## src/rtl/fpgaol_pkg.sv

```systemverilog
// +----------------------------------------------------------------------+
// | fpgaol_pkg : board constants and arbiter state encoding              |
// | Rev 1.0                                                              |
// +----------------------------------------------------------------------+
`default_nettype none

package fpgaol_pkg;

  localparam int LED_WIDTH = 8;

  localparam logic [0:0] ST_IDLE = 1'b0;
  localparam logic [0:0] ST_HOLD = 1'b1;

endpackage

`default_nettype wire

```

## src/rtl/rr_pick.sv

```systemverilog
// +----------------------------------------------------------------------+
// | rr_pick : combinational round-robin picker, first eligible at/after  |
// | ptr (wrapping), one-hot result. Rev 1.0                              |
// +----------------------------------------------------------------------+
`default_nettype none

module rr_pick #(
  parameter int NREQ  = 4,
  parameter int PTR_W = 2
) (
  input  logic [NREQ-1:0]  req,
  input  logic [PTR_W-1:0] ptr,
  input  logic [NREQ-1:0]  excl,
  output logic [NREQ-1:0]  pick,
  output logic             valid
);

  logic [NREQ-1:0] cand;

  assign cand = req & ~excl;

  always_comb begin
    int idx;
    pick  = '0;
    valid = 1'b0;
    idx   = 0;
    for (int k = 0; k < NREQ; k++) begin
      idx = int'(ptr) + k;
      if (idx >= NREQ) idx = idx - NREQ;
      if (!valid && cand[idx]) begin
        pick[idx] = 1'b1;
        valid     = 1'b1;
      end
    end
  end

endmodule

`default_nettype wire

```

## src/rtl/led_arbiter.sv

```systemverilog
// +----------------------------------------------------------------------+
// | led_arbiter : time-sliced round-robin owner of the board LED bus     |
// | Rev 1.0                                                              |
// +----------------------------------------------------------------------+
`default_nettype none

module led_arbiter
  import fpgaol_pkg::*;
#(
  parameter int NREQ         = 4,
  parameter int WIDTH        = LED_WIDTH,
  parameter int DWELL_CYCLES = 1_000_000
) (
  input  logic                   clk,
  input  logic                   rst,
  input  logic [NREQ-1:0]        req,
  input  logic [NREQ*WIDTH-1:0]  data,
  output logic [NREQ-1:0]        grant,
  output logic                   busy,
  output logic [WIDTH-1:0]       led
);

  localparam int IW = (NREQ > 1) ? $clog2(NREQ) : 1;
  localparam int CW = (DWELL_CYCLES > 1) ? $clog2(DWELL_CYCLES) : 1;

  logic [0:0]      state;
  logic [IW-1:0]   ptr;
  logic [IW-1:0]   owner;
  logic [IW-1:0]   ptr_after;
  logic [IW-1:0]   pick_ptr;
  logic [CW-1:0]   cnt;
  logic [NREQ-1:0] pick_excl;
  logic [NREQ-1:0] pick;
  logic            pick_valid;
  logic            grant_end;
  logic [WIDTH-1:0] led_nxt;

  always_comb begin
    owner   = '0;
    led_nxt = '0;
    for (int i = 0; i < NREQ; i++) begin
      if (grant[i]) begin
        owner   = IW'(i);
        led_nxt = led_nxt | data[i*WIDTH +: WIDTH];
      end
    end
  end

  assign ptr_after = (owner == IW'(NREQ-1)) ? '0 : owner + 1'b1;

  // In HOLD the picker searches from the slot after the owner so handover is round-robin.
  assign pick_ptr  = (state == ST_IDLE) ? ptr : ptr_after;
  assign pick_excl = (state == ST_IDLE) ? '0  : grant;

  rr_pick #(
    .NREQ  (NREQ),
    .PTR_W (IW)
  ) u_pick (
    .req   (req),
    .ptr   (pick_ptr),
    .excl  (pick_excl),
    .pick  (pick),
    .valid (pick_valid)
  );

  assign grant_end = (state == ST_HOLD) &&
                     (((req & grant) == '0) || (cnt == CW'(DWELL_CYCLES-1)));

  assign busy = (state == ST_HOLD);

  always_ff @(posedge clk or posedge rst) begin
    if (rst) begin
      state <= ST_IDLE;
      grant <= '0;
      ptr   <= '0;
      cnt   <= '0;
      led   <= '0;
    end else begin
      led <= led_nxt;
      case (state)
        ST_IDLE: begin
          if (pick_valid) begin
            grant <= pick;
            state <= ST_HOLD;
            cnt   <= '0;
          end
        end
        ST_HOLD: begin
          if (grant_end) begin
            ptr <= ptr_after;
            cnt <= '0;
            if (pick_valid) begin
              grant <= pick;
            end else if ((req & grant) == '0) begin
              grant <= '0;
              state <= ST_IDLE;
            end
          end else begin
            cnt <= cnt + 1'b1;
          end
        end
        default: begin
          state <= ST_IDLE;
          grant <= '0;
        end
      endcase
    end
  end

endmodule

`default_nettype wire

```

## config.mk

```make
export PLATFORM = sky130hd
export DESIGN_NAME = led_arbiter
export DESIGN_NICKNAME = d
export VERILOG_FILES = /design/src/rtl/fpgaol_pkg.sv /design/src/rtl/rr_pick.sv /design/src/rtl/led_arbiter.sv
export SDC_FILE = /design/constraint.sdc
export NUM_CORES = 1
export LEC_CHECK = 0
export CELL_PAD_IN_SITES_DETAIL_PLACEMENT = 0
export CELL_PAD_IN_SITES_GLOBAL_PLACEMENT = 1
export CORE_AREA = 2 2 83 85
export DETAILED_ROUTE_END_ITERATION = 16
export DIE_AREA = 0 0 85 87
export DONT_BUFFER_PORTS = 1
export PLACE_DENSITY_LB_ADDON = 0.1
export SLEW_MARGIN = 0
export SYNTH_ARGS = -nofsm -noshare
export SYNTH_HDL_FRONTEND = slang
export SYNTH_SLANG_ARGS = --single-unit
```

## constraint.sdc

```tcl
create_clock -name clk -period 2.4 [get_ports clk]
set_input_delay 0.24 -clock clk [delete_from_list [all_inputs] [get_ports clk]]
set_output_delay 0.24 -clock clk [all_outputs]
set_load 0.02 [all_outputs]
```

======== After elaboration in Yosys (flattened, before gate mapping) ========
Cells that the tools add are included.
storage, ports and cells
  output and inout bits ................... 13
  register bits ........................... 35
  input port bits ......................... 38
  logic and storage cells ................. 111
cells by class
  bitwise gates (word level) .............. 10
  muxes and demuxes ....................... 55
  magnitude comparators ................... 12
  add/sub/neg operators ................... 9
  reduce and logical (&&, ||, !) cells .... 15
  equality and inequality tests ........... 5
operators by type and width
  operator               number
  $ge 32x1->1 const B    4
  $lt 32x4->1 const B    4
  $mux 32                4
  $ge 32x4->1 const B    3
  $sub 32x4->32 const B  3
  $mux 20                2
  $pmux 20 s2            1
  $mux 4                 9
  $mux 8                 4
  $or 8x8->8             3
  $mux 1                 21
  $add 20x1->20 const B  1
  $eq 20x20->1 const B   1
  $or 4x4->4             3
  $and 4x4->4            2
  $bmux 1 s2             4
  $demux 1 s2            4
  $logic_and 1x1->1      8
  $mux 2                 4
  $pmux 4 s2             1
  $add 2x2->3 const B    2
  $logic_not 4->1        1
  $not 4->4              1
  $sub 2x3->4 const B    1
  other kinds (13)       15

======== Logic depth before layout (Yosys ltp) ========
  depth after elaboration ................. 24
  mapped depth ............................ 8
  depth with buffers taken out ............ 7

======== Modules after synthesis ========
Synthesis repeated with hierarchy kept, for this count alone.
unflattened totals
  cell total of the unflattened synthesis .. 252
  area, all modules ....................... 2351.0 µm²
by module, submodules not included
  module       instances  cells an instance  area an instance (µm²)  seq. area each (µm²)
  led_arbiter  1          190                1861.8                  875.8
  rr_pick      1          62                 489.2                   0.0

======== Least setup slack after synthesis ========
No wires, ideal clock.
  path kind ............................... register to register
  from .................................... reg grant[2]
  to ...................................... reg grant[0]
  path slack .............................. 0.019 ns
  stages on the path, launching flop included .. 8
  period minus slack after synthesis ...... 2.381 ns
  setup time .............................. 0.126 ns
  arrival ................................. 2.255 ns
  buffers on the path ..................... 0
  required time ........................... 2.274 ns
  cells stage by stage .................... dfrtp_1 and2b_1 o22ai_4 ha_1 mux4_2 nand3_1 a311oi_1 a221o_1
between the ends
  word-level cells in the longest chain between the ends .. 23
  elaborated cells between the ends (all ways) .. 85
  those cells by class .................... 8 x add/sub; 12 x order compare; 4 x eq/ne; 41 x mux; 6 x bitwise; 14 x reduce/logical
RTL lines
  element                                                                 RTL line           source
  from (decl)                                                             led_arbiter.sv:18  output logic [NREQ-1:0] grant,
  from (signal assigned)                                                  led_arbiter.sv:83  grant <= pick;
  from (signal assigned)                                                  led_arbiter.sv:93  grant <= pick;
  parallel branches: the longest is 23 deep, another holds $sub 32x4->32  --
Several ways; the timed one is not identified. The select of a mux whose other input is x is not followed.
A chain may end at the register's enable or synchronous reset.

======== Worst setup path after layout ========
  from .................................... reg grant[3]
  to ...................................... reg grant[0]
between the ends
  word-level cells in the longest chain between the ends .. 22
  elaborated cells between the ends (all ways) .. 84
  those cells by class .................... 8 x add/sub; 12 x order compare; 4 x eq/ne; 40 x mux; 6 x bitwise; 14 x reduce/logical
RTL lines
  element
  parallel branches: the longest is 22 deep, another holds $sub 32x4->32
Several ways; the timed one is not identified. The select of a mux whose other input is x is not followed.

==> results.txt <==
The number of antenna diodes in the final layout is 0. The clock transition at the registers of the reported paths came out at 0.08 ns. First-pass iteration count of the detailed router: 4. In this run the cell area measured after placement is 2390 um^2. Cell row count: 30. Dividing the final minimum period by the clock period gives 95.5%. For this run, design rule violations remaining after detail routing come to 0.

The tools report the critical path launch point type as a flop. In this run, the number of DRC markers left after iteration 0 of detailed routing was 135. The tools report the number of warning messages in the yosys log as 0. For the critical path arrival, the log shows 2.46 ns. The die is 85 um wide. Once the floorplan was initialized, standard cells occupied 33.6% of the core. TritonCTS built the clock tree. Counting every sink on the clock net gives 35. For the number of max-cap violations, the log shows 0. Setup repair after global routing left no endpoint under its margin. In this run the critical register-to-register path is launched from grant[3]. The largest total area in the synthesized netlist belongs to sky130_fd_sc_hd__dfrtp_1. Share of the yosys chip area belonging to registers: 39.7%. The worst-case IR drop observed on VDD is 0.618 mV. The worst path required time was 2.56 ns.

In the routed layout, each cell is associated on average with a via count of 5.64. The die outline height was 87 um. At the later pin of the worst-skew pair, clock insertion delay measures 0.29 ns. 51 I/O pins were placed.

The number of synthesized flops with an enable pin works out to 0. For the hold violation total from the final report, the log shows 0. The post-route netlist has 14.6% of its cells at a drive strength greater than 1. Among all cell types in the netlist, the one instantiated most often is sky130_fd_sc_hd__dfrtp_1. For this run, asynchronously set or reset flops after synthesis account for 100%. Ranked by total cell area, the synthesized netlist is headed by sky130_fd_sc_hd__dfrtp_1, sky130_fd_sc_hd__a22oi_1, sky130_fd_sc_hd__nand2_1.

Post-synthesis net count: 291. The tools report the critical path endpoint category as a flop. The maximum level of the CTS H-tree is 2, and the via count of the first global-routing pass is 1806.

CTS placed an instance of sky130_fd_sc_hd__clkbuf_8 at the clock tree root. The logs give 2500 um^2 for the cell area after layout and 436 MHz for the highest attainable clock frequency. The mapped netlist covers 2210 um^2. Global routing finished with a remaining overflow of 0. The startpoint identified for the worst hold timing path is data[9]. The number of antenna violations at the first check in global routing was 0. The die covers 7400 um^2.

At the end of routability-driven placement, the weighted congestion stood at 0.821. The min-delay analysis places its worst path in the category input pin to flop. Once detail routing completed, the nets flagged for antenna violations numbered 0. The critical path in this run is classified as flop to flop. The logs give 16.0% for the all-layer global routing usage and 245 for the cell count after synthesis.

Setup violations remaining at the end of the flow were counted as 0. The longest clock path from root to sink contains 2 buffers. The commonest cells after synthesis are sky130_fd_sc_hd__dfrtp_1, sky130_fd_sc_hd__nand2_1, sky130_fd_sc_hd__nor2_1, sky130_fd_sc_hd__a22oi_1, sky130_fd_sc_hd__o21ai_0. The run gives 4.18 mm as the detailed placer's ending HPWL. The share of synthesized area in the top cell type comes to 39.7%.

The worst pin sits at a relative slew slack of 62.2%. Of all nets on the critical path, the largest fanout is 4. The synthesis-to-layout area growth came out at 13.3%.

Among all flip-flop cells after synthesis, the most frequent one is sky130_fd_sc_hd__dfrtp_1. The routed length per placed instance is 16.9 um. The logs give 0 for the setup fix buffers added after clock tree synthesis and 0 for the number of slew-limit violations in the final report. For the static leakage, the log shows 1.03 nW. The core region is 6570 um^2. The first global-routing pass estimated 9.26 mm of wire.

The synthesized area per cell was 9.00 um^2; the net count of the finished layout was 305. Input and output buffers added on the ports amount to 0. Entering global routing, the biggest net connects 36 pins. For the minimum setup slack after placement, the log shows 0.103 ns.

Clock tree synthesis inserted a total of 5 buffers. The synthesized netlist contains 42 unique library cells. For the final routed database, the setup TNS stands at 0 ns. The run gives 0.0111 ns as the worst clock skew. The overall via count from detail_route was 1918; the transition time of the tightest slew-check pin was 0.566 ns. The smallest clock period supported by the final layout is computed as 2.29 ns.

The tools report the overall routed net length as 5.75 mm. The critical path starts at grant[3]. After synthesis the netlist holds a flip-flop and latch count of 35.

Power comes to 3.08 mW. In this run the power density over the cells is 1230 nW/um^2. The flow ran to the end, and the final reports show no timing, DRC or antenna violations. The tools report the setup slack after layout as 0.109 ns.
[stage by stage]
step           utilization (%)  hold slack (ns)  std cells
4_1_cts                   37.9           0.0628        340
3_3_place_gp              36.4            0.270        331
2_1_floorplan                -            0.364        245
3_5_place_dp              36.4            0.270        331
5_1_grt                   38.0           0.0633        340
6_report                  38.0           0.0757        340
[state kept, by name, summed over array words and instances, names as in the netlist]
signal	cells
grant	4
led	8
ptr	2
busy	1
cnt	20
[layout by cell type (no fill, tap or decap), types with 4 or more instances in the layout]
master | synthesis | final
sky130_fd_sc_hd__a21oi_1 | 4 | 4
sky130_fd_sc_hd__a221o_1 | 4 | 4
sky130_fd_sc_hd__a22oi_1 | 19 | 19
sky130_fd_sc_hd__a311oi_1 | 4 | 4
sky130_fd_sc_hd__and2_1 | 4 | 4
sky130_fd_sc_hd__buf_4 | 0 | 16
sky130_fd_sc_hd__clkbuf_8 | 0 | 5
sky130_fd_sc_hd__dfrtp_1 | 35 | 35
sky130_fd_sc_hd__ha_1 | 8 | 6
sky130_fd_sc_hd__inv_1 | 6 | 6
sky130_fd_sc_hd__mux4_2 | 4 | 4
sky130_fd_sc_hd__nand2_1 | 34 | 34
sky130_fd_sc_hd__nand3_1 | 14 | 14
sky130_fd_sc_hd__nor2_1 | 20 | 20
sky130_fd_sc_hd__nor3_1 | 4 | 4
sky130_fd_sc_hd__o21ai_0 | 19 | 19
sky130_fd_sc_hd__o21ai_1 | 8 | 8
sky130_fd_sc_hd__o31ai_1 | 9 | 9
[per-layer routing]
layer | GRT usage (%) | vias to the layer above | wire length [um]
li1 | - | 951 | -
met1 | 21.3 | 927 | 2710
met2 | 25.8 | 35 | 2790
met3 | 3.32 | 5 | 169
met4 | 6.06 | 0 | 86
met5 | 0 | - | 0
[report_power, final]
group	switching [mW]	internal [mW]	total, mW
Clock	0.219	0.203	0.422
Sequential	0.190	0.730	0.920
Combinational	0.986	0.751	1.74
[worst paths after layout]
kind                            cells past startpoint  slack [ns]       end
worst max-delay path                                7        0.11  grant[0]
worst min-delay path                                2        0.08    led[1]
worst max register to register                      7        0.11  grant[0]
worst min register to register                      1        0.48   cnt[19]
max in group asynchronous                           3        1.56   cnt[13]
min in group asynchronous                           3        0.51    led[1]
[timing repair]
action                                 4_1_cts  5_1_grt
resized for setup                            0        3
setup endpoints to repair                    0        7
hold buffers                                 1        0
endpoints found under the hold margin       35        0
[final cells by class]
class                   instances  area, um^2
well taps                      80         100
clock buffers                   6        72.6
repair buffers                 18         150
clock inverters                 2        12.5
inverters                       6        22.5
multi-input cells             193        1260
flip-flops and latches         35         876
fillers                       673        4070
[logic make-up (layout without fill, tap and decap cells)]
| kind of cell | count (synthesis) | count (layout) | synth area share (%) |
|---|---|---|---|
| mux | 6 | 6 | 5.22 |
| xor+xnor | 1 | 1 | 0.397 |
| flops | 35 | 35 | 39.7 |
| compound gates | 79 | 79 | 24.9 |
| simple gates | 99 | 99 | 21.8 |
| fa+ha+maj | 8 | 8 | 4.54 |
| buf+inv | 17 | 32 | 3.40 |
[worst max-delay path, stage by stage (launching register included)]
cell	delay (ns)
sky130_fd_sc_hd__dfrtp_1	0.41
sky130_fd_sc_hd__o21ba_1	0.25
sky130_fd_sc_hd__mux2i_2	0.09
sky130_fd_sc_hd__ha_2	0.40
sky130_fd_sc_hd__mux4_2	0.56
sky130_fd_sc_hd__nand2_1	0.10
sky130_fd_sc_hd__a311oi_1	0.09
sky130_fd_sc_hd__a221o_1	0.27
(Power assumes the default switching activity.)
